<file path="src/rtl/alu_wide_seq_if.sv">
`default_nettype none
// +----------------------------------------------------------------------------+
// | alu_wide_seq_if                                                            |
// | Request/response handshake and ALU-side bus of the wide-ALU sequencer.     |
// | Rev 1.0                                                                    |
// +----------------------------------------------------------------------------+
`ifndef ADD
`define ADD 3'd0
`endif
`ifndef SUB
`define SUB 3'd1
`endif
`ifndef OR
`define OR  3'd2
`endif
`ifndef AND
`define AND 3'd3
`endif
`ifndef XOR
`define XOR 3'd4
`endif

interface alu_wide_seq_if #(
  parameter int XLEN  = 32,
  parameter int WORDS = 2
);
  logic                    req_valid;
  logic                    req_ready;
  logic [2:0]              req_op;
  logic [WORDS*XLEN-1:0]   req_a;
  logic [WORDS*XLEN-1:0]   req_b;
  logic                    rsp_valid;
  logic                    rsp_ready;
  logic [WORDS*XLEN-1:0]   rsp_result;
  logic [3:0]              rsp_status;
  logic [XLEN-1:0]         alu_a;
  logic [XLEN-1:0]         alu_b;
  logic                    alu_c;
  logic [2:0]              alu_op;
  logic [3:0]              alu_status;
  logic [XLEN-1:0]         alu_result;

  modport master (
    output req_valid, req_op, req_a, req_b, rsp_ready, alu_status, alu_result,
    input  req_ready, rsp_valid, rsp_result, rsp_status, alu_a, alu_b, alu_c, alu_op
  );

  modport slave (
    input  req_valid, req_op, req_a, req_b, rsp_ready, alu_status, alu_result,
    output req_ready, rsp_valid, rsp_result, rsp_status, alu_a, alu_b, alu_c, alu_op
  );
endinterface
`default_nettype wire

</file>
<file path="src/rtl/alu_wide_seq.sv">
`default_nettype none
// +----------------------------------------------------------------------------+
// | alu_wide_seq                                                               |
// | Runs WORDS*XLEN-bit operations on one XLEN-bit ALU, LSW first, one word    |
// | per clock, chaining carry/borrow between words.                            |
// | Rev 1.0                                                                    |
// +----------------------------------------------------------------------------+
module alu_wide_seq #(
  parameter int XLEN  = 32,
  parameter int WORDS = 2
) (
  input  wire logic         clk,
  input  wire logic         rst_n,
  alu_wide_seq_if.slave     bus
);

  localparam int CW = (WORDS > 1) ? $clog2(WORDS) : 1;

  typedef enum logic [1:0] {
    S_IDLE = 2'd0,
    S_EXEC = 2'd1,
    S_DONE = 2'd2
  } state_t;

  state_t                  r_state;
  state_t                  w_state_nxt;
  logic [2:0]              r_op;
  logic [WORDS*XLEN-1:0]   r_a;
  logic [WORDS*XLEN-1:0]   r_b;
  logic [WORDS*XLEN-1:0]   r_result;
  logic [CW-1:0]           r_cnt;
  logic                    r_carry;
  logic                    r_zacc;
  logic [3:0]              r_status;
  logic                    r_rsp_valid;

  logic                    w_last;
  logic                    w_arith;
  logic                    w_zacc_nxt;
  logic [31:0]             w_base;

  assign w_last     = (r_cnt == CW'(WORDS - 1));
  assign w_arith    = (r_op == `ADD) || (r_op == `SUB);
  assign w_zacc_nxt = r_zacc & bus.alu_status[2];
  assign w_base     = 32'(r_cnt) * 32'(XLEN);

  assign bus.req_ready  = (r_state == S_IDLE);
  assign bus.rsp_valid  = r_rsp_valid;
  assign bus.rsp_result = r_result;
  assign bus.rsp_status = r_status;

  always_ff @(posedge clk or negedge rst_n) begin
    if (!rst_n) begin
      r_state <= S_IDLE;
    end else begin
      r_state <= w_state_nxt;
    end
  end

  // ALU inputs are only driven while a word is being issued; zero/ADD otherwise.
  always_comb begin
    w_state_nxt = r_state;
    bus.alu_a   = '0;
    bus.alu_b   = '0;
    bus.alu_c   = 1'b0;
    bus.alu_op  = `ADD;
    case (r_state)
      S_IDLE: begin
        if (bus.req_valid) begin
          w_state_nxt = S_EXEC;
        end
      end
      S_EXEC: begin
        bus.alu_a  = r_a[w_base +: XLEN];
        bus.alu_b  = r_b[w_base +: XLEN];
        bus.alu_c  = w_arith & r_carry;
        bus.alu_op = r_op;
        if (w_last) begin
          w_state_nxt = S_DONE;
        end
      end
      S_DONE: begin
        if (bus.rsp_ready) begin
          w_state_nxt = S_IDLE;
        end
      end
      default: w_state_nxt = S_IDLE;
    endcase
  end

  always_ff @(posedge clk or negedge rst_n) begin
    if (!rst_n) begin
      r_op        <= `ADD;
      r_a         <= '0;
      r_b         <= '0;
      r_result    <= '0;
      r_cnt       <= '0;
      r_carry     <= 1'b0;
      r_zacc      <= 1'b0;
      r_status    <= '0;
      r_rsp_valid <= 1'b0;
    end else begin
      case (r_state)
        S_IDLE: begin
          if (bus.req_valid) begin
            r_op     <= bus.req_op;
            r_a      <= bus.req_a;
            r_b      <= bus.req_b;
            r_result <= '0;
            r_cnt    <= '0;
            r_carry  <= 1'b0;
            r_zacc   <= 1'b1;
          end
        end
        S_EXEC: begin
          r_result[w_base +: XLEN] <= bus.alu_result;
          r_carry                  <= bus.alu_status[1];
          r_zacc                   <= w_zacc_nxt;
          // Counter parks on the last word; the next accept clears it.
          if (w_last) begin
            r_status    <= {bus.alu_status[3], w_zacc_nxt, bus.alu_status[1], bus.alu_status[0]};
            r_rsp_valid <= 1'b1;
          end else begin
            r_cnt <= r_cnt + CW'(1);
          end
        end
        S_DONE: begin
          if (bus.rsp_ready) begin
            r_rsp_valid <= 1'b0;
          end
        end
        default: begin
          r_rsp_valid <= 1'b0;
        end
      endcase
    end
  end

endmodule
`default_nettype wire

</file>
<file path="src/flat_wrapper.sv">
// flat-port wrapper written by rule: the top's interface ports become plain ports
module alu_wide_seq_flat 
#(
  parameter int XLEN  = 32,
  parameter int WORDS = 2
)
  (clk, rst_n, bus_req_valid, bus_req_op, bus_req_a, bus_req_b, bus_rsp_ready, bus_alu_status, bus_alu_result, bus_req_ready, bus_rsp_valid, bus_rsp_result, bus_rsp_status, bus_alu_a, bus_alu_b, bus_alu_c, bus_alu_op);
  alu_wide_seq_if #(.XLEN(XLEN), .WORDS(WORDS)) bus_i ();
  input  wire logic clk;
  input  wire logic rst_n;
  input wire logic [$bits(bus_i.req_valid)-1:0] bus_req_valid;
  input wire logic [$bits(bus_i.req_op)-1:0] bus_req_op;
  input wire logic [$bits(bus_i.req_a)-1:0] bus_req_a;
  input wire logic [$bits(bus_i.req_b)-1:0] bus_req_b;
  input wire logic [$bits(bus_i.rsp_ready)-1:0] bus_rsp_ready;
  input wire logic [$bits(bus_i.alu_status)-1:0] bus_alu_status;
  input wire logic [$bits(bus_i.alu_result)-1:0] bus_alu_result;
  output wire logic [$bits(bus_i.req_ready)-1:0] bus_req_ready;
  output wire logic [$bits(bus_i.rsp_valid)-1:0] bus_rsp_valid;
  output wire logic [$bits(bus_i.rsp_result)-1:0] bus_rsp_result;
  output wire logic [$bits(bus_i.rsp_status)-1:0] bus_rsp_status;
  output wire logic [$bits(bus_i.alu_a)-1:0] bus_alu_a;
  output wire logic [$bits(bus_i.alu_b)-1:0] bus_alu_b;
  output wire logic [$bits(bus_i.alu_c)-1:0] bus_alu_c;
  output wire logic [$bits(bus_i.alu_op)-1:0] bus_alu_op;
  assign bus_i.req_valid = bus_req_valid;
  assign bus_i.req_op = bus_req_op;
  assign bus_i.req_a = bus_req_a;
  assign bus_i.req_b = bus_req_b;
  assign bus_i.rsp_ready = bus_rsp_ready;
  assign bus_i.alu_status = bus_alu_status;
  assign bus_i.alu_result = bus_alu_result;
  assign bus_req_ready = bus_i.req_ready;
  assign bus_rsp_valid = bus_i.rsp_valid;
  assign bus_rsp_result = bus_i.rsp_result;
  assign bus_rsp_status = bus_i.rsp_status;
  assign bus_alu_a = bus_i.alu_a;
  assign bus_alu_b = bus_i.alu_b;
  assign bus_alu_c = bus_i.alu_c;
  assign bus_alu_op = bus_i.alu_op;
  alu_wide_seq #(.XLEN(XLEN), .WORDS(WORDS)) u_core (.clk(clk), .rst_n(rst_n), .bus(bus_i));
endmodule
</file>
<file path="config.mk">
export PLATFORM = sky130hd
export DESIGN_NAME = alu_wide_seq_flat
export DESIGN_NICKNAME = d
export VERILOG_FILES = /design/src/rtl/alu_wide_seq_if.sv /design/src/rtl/alu_wide_seq.sv /design/src/flat_wrapper.sv
export SDC_FILE = /design/constraint.sdc
export NUM_CORES = 1
export LEC_CHECK = 0
export BUFFER_PORTS_ARGS = -buffer_cell sky130_fd_sc_hd__buf_2
export CORE_MARGIN = 2
export CORE_UTILIZATION = 46
export CTS_CLUSTER_SIZE = 30
export DETAILED_ROUTE_END_ITERATION = 16
export PLACE_DENSITY_LB_ADDON = 0.1
export RECOVER_POWER = 50
export SYNTH_ARGS = -nofsm -noshare
export SYNTH_HDL_FRONTEND = slang
export SYNTH_SLANG_ARGS = --single-unit
export TNS_END_PERCENT = 30
</file>
<file path="constraint.sdc">
create_clock -name clk -period 1.4 [get_ports clk]
set_clock_uncertainty 0.05 [all_clocks]
set_input_delay 0.07 -clock clk [delete_from_list [all_inputs] [get_ports clk]]
set_output_delay 0.07 -clock clk [all_outputs]
set_load 0.01 [all_outputs]
</file>
==> summary.md <==
| Metric | Value |
|---|---|
| Status | `finished with violations` |
| Failing checks | `negative setup slack` |
| Clock share of power | `18.0%` |
| Met1 wire length | `11,700 um` |
| CTS buffer count | `23` |
| Vias in the first global route | `8,531` |
| Area fraction of the dominant cell type after synthesis | `53.3%` |
| Synth Register Bits | `205` |
| Average cell area after synthesis | `12.3 um^2` |
| Clock slew at reported path FFs | `0.06 ns` |
| P_sw | `11.3 mW` |
| Largest net degree at the start of global routing | `42` |
| Dpl ws | `-0.107 ns` |
| Final WL | `28,700 um` |
| # diodes | `0` |
| Peak supply drop | `1.44 mV` |
| Final setup TNS | `-74.71 ns` |
| Setup-failing EPs final | `272` |
| TritonCTS Sinks | `205` |
| Post-synth top flop | `dfrtp_1` |
| Fin area | `14,900 um^2` |
| Switching share of power | `35.0%` |
| Area leader, netlist | `dfrtp_1` |
| IO Pins | `309` |
| Die width | `149 um` |
| Syn_nets | `951` |
| Cell area after synthesis | `9620 um^2` |
| Reg2reg start | `u_core.r_cnt` |
| Power Internal | `20.9 mW` |
| CP Capture Type | `output port` |
| Worst setup margin | `-0.469 ns` |
| Initial core utilization | `47.3%` |
| Ys async rst share | `100%` |
| Core region area | `20,400 um^2` |
| Layout fillers | `1,336` |
| Crit path kind | `reg2out` |
| Max Used Layer | `met4` |
| Total iterations of the first detailed-routing run | `6` |
| DR iter-0 viols | `303` |
| Slew headroom | `34.9%` |
| Share of power burned in registers | `32.8%` |
| Tightest Pin Transition | `0.976 ns` |
| Seq/Total Area, Yosys | `53.3%` |
| Leakage power | `7.30 nW` |
| GPL Wtd Cong | `0.810` |
| Hpwl dp | `17,300 um` |
| Hold_ws | `0.217 ns` |
| Combinational power share | `49.2%` |
| Root Buffer | `clkbuf_16` |
| Share of layout cells above drive strength 1 | `45.2%` |
| Worst-path fanout max | `10` |
| Power, Total | `32.1 mW` |
| Final net count | `1,468` |
| CP required | `1.28 ns` |
| Unique masters post-synth | `25` |
| Cell area power density | `2160 nW/um^2` |
| Row count | `52` |
| Fin. max-slew vios | `0` |
| Critical Path AT | `1.75 ns` |
| Fin. Hold Viols | `0` |
| Post-synth EDFFs | `0` |
| Die Ht | `149 um` |
| Yosys warns | `0` |
| FMAX | `535 MHz` |
| Detailed-route DRC error count | `0` |
| TritonCTS clock tree | `yes` |
| R2R depth | `8` |
| IO buf count | `308` |
| Synth area leaders | `dfrtp_1 53%, mux2_4 14%, mux2i_1 6.7%` |
| Total GRT Usage | `25.2%` |
| Synth Instances | `780` |
| Tcrit/Tclk final | `133%` |
| DP Area | `11,800 um^2` |
| Final worst path period need | `1.87 ns` |
| Routed wl met3 | `1530 um` |
| Total grt overflow | `0` |
| First-pass GRT wire length | `44,600 um` |
| Die area | `22,100 um^2` |
| Startpoint Class | `register` |
| Later-pin clock latency in the skew report | `0.49 ns` |
| Maximum buffer depth of the clock tree | `3` |
| Drt via density | `5.06` |
| RSZ-0062 raised after global routing | `true` |
| Via count | `8,003` |
| Routed wl met2 | `14,700 um` |
| MaxCap Viol Count | `0` |
| Initial antenna violation count | `0` |
| Post-route ant nets | `0` |
| Flop-to-flop setup slack | `-0.38 ns` |
| Wirelength per Cell | `18.1 um` |
| Worst reg2reg path endpoint | `u_core.bus.rsp_result[52]` |
| Worst hold path type | `in2async` |
| Layout area overhead | `54.8%` |
| CTS H-Tree Depth | `1` |
## final cells by class
| cell class | instances | area, um^2 | share of cell area, % |
|---|---|---|---|
| flip-flops and latches | 205 | 5130 | 34.5 |
| multi-input cells | 518 | 4370 | 29.4 |
| repair buffers | 548 | 4320 | 29.0 |
| clock buffers | 35 | 661 | 4.44 |
| well taps | 270 | 338 | 2.27 |
| clock inverters | 6 | 55.1 | 0.370 |
| inverters | 1 | 16.3 | 0.109 |
## registers in the layout, indices dropped and copies added (netlist names)
| signal | cells |
|---|---|
| u_core.bus.rsp_result | 64 |
| u_core.bus.rsp_status | 4 |
| u_core.bus.rsp_valid | 1 |
| u_core.r_a | 64 |
| u_core.r_b | 64 |
| u_core.r_carry | 1 |
| u_core.r_cnt | 1 |
| u_core.r_op | 3 |
| u_core.r_state | 2 |
| u_core.r_zacc | 1 |
## per-stage QoR
stage	std cells	util, %
global route	1583	73.1
floorplan	780	-
detailed placement	1351	57.7
CTS	1580	72.3
finish	1583	73.1
global placement	1351	57.7
## power groups by stage
| stage | registers [mW] | logic [mW] | clock network, mW |
|---|---|---|---|
| 4_1_cts | 10.3 | 15.1 | 5.91 |
| 2_1_floorplan | 10.1 | 8.72 | 0 |
| 5_1_grt | 10.9 | 16.9 | 6.13 |
| 3_5_place_dp | 10.3 | 13.0 | 0 |
| 6_report | 10.5 | 15.8 | 5.79 |
| 3_3_place_gp | 10.3 | 12.8 | 0 |
## cell usage in the layout (no fill, tap or decap), types with 20 or more instances in the layout
master	count
buf_2	299
dfrtp_1	203
dlygate4sd3_1	170
nand2_1	169
mux2_4	116
o211ai_1	64
nor2_1	49
mux2i_1	46
buf_6	25
clkbuf_16	23
buf_12	23
buf_4	20
## repair_timing
| item | CTS | global route |
|---|---|---|
| resized for setup | 75 | 53 |
| pin swaps | 6 | 13 |
| buffers inserted | 13 | 5 |
| endpoints found under the setup margin | 263 | 272 |
| endpoints found under the hold margin | 410 | 0 |
| cloned | 6 | 0 |
| hold buffers | 170 | 0 |
## cell families (layout without fill, tap and decap cells)
kind of cell	count (synthesis)	after routing	share of synthesized area (%)
compound gates	72	72	5.47
simple gates	248	248	10.3
mux	198	198	25.8
buf+inv	57	590	5.06
flops	205	205	53.3
## critical path, stage by stage, from the launching register on
cell     delay [ns]
dfrtp_4        0.52
buf_6          0.23
mux2i_2        0.27
nor2_2         0.08
buf_2          0.14
## cell usage after synthesis (2+ instances only)
library cell	instances
buf_6	7
clkbuf_1	11
o211ai_1	64
buf_4	9
o21ai_0	4
mux2_4	90
and2_1	4
nor2_1	66
buf_12	10
nor2b_1	2
a21oi_1	2
mux2i_1	64
dfrtp_1	205
buf_2	18
nand2_1	170
mux2_2	44
nand2b_1	2
## routing by layer
metal  GRT usage (%)  up-vias
met2            45.0      288
met4            7.29        0
met1            31.6     3943
li1                -     3719
met5               0        -
met3            4.17       53
## how the worst max path moves through the flow
stage,start,to,depth (start not counted)
after floorplan,u_core.r_state[1],u_core.r_a[36],6
after global placement,u_core.r_state[1],u_core.r_b[59],5
after detailed placement,u_core.r_state[1],u_core.r_b[44],5
after CTS,u_core.r_cnt,bus_alu_b[11],4
after global routing,u_core.r_cnt,bus_alu_a[28],4
final,u_core.r_cnt,bus_alu_a[28],4
No activity file was read; power rests on OpenSTA's default activity.
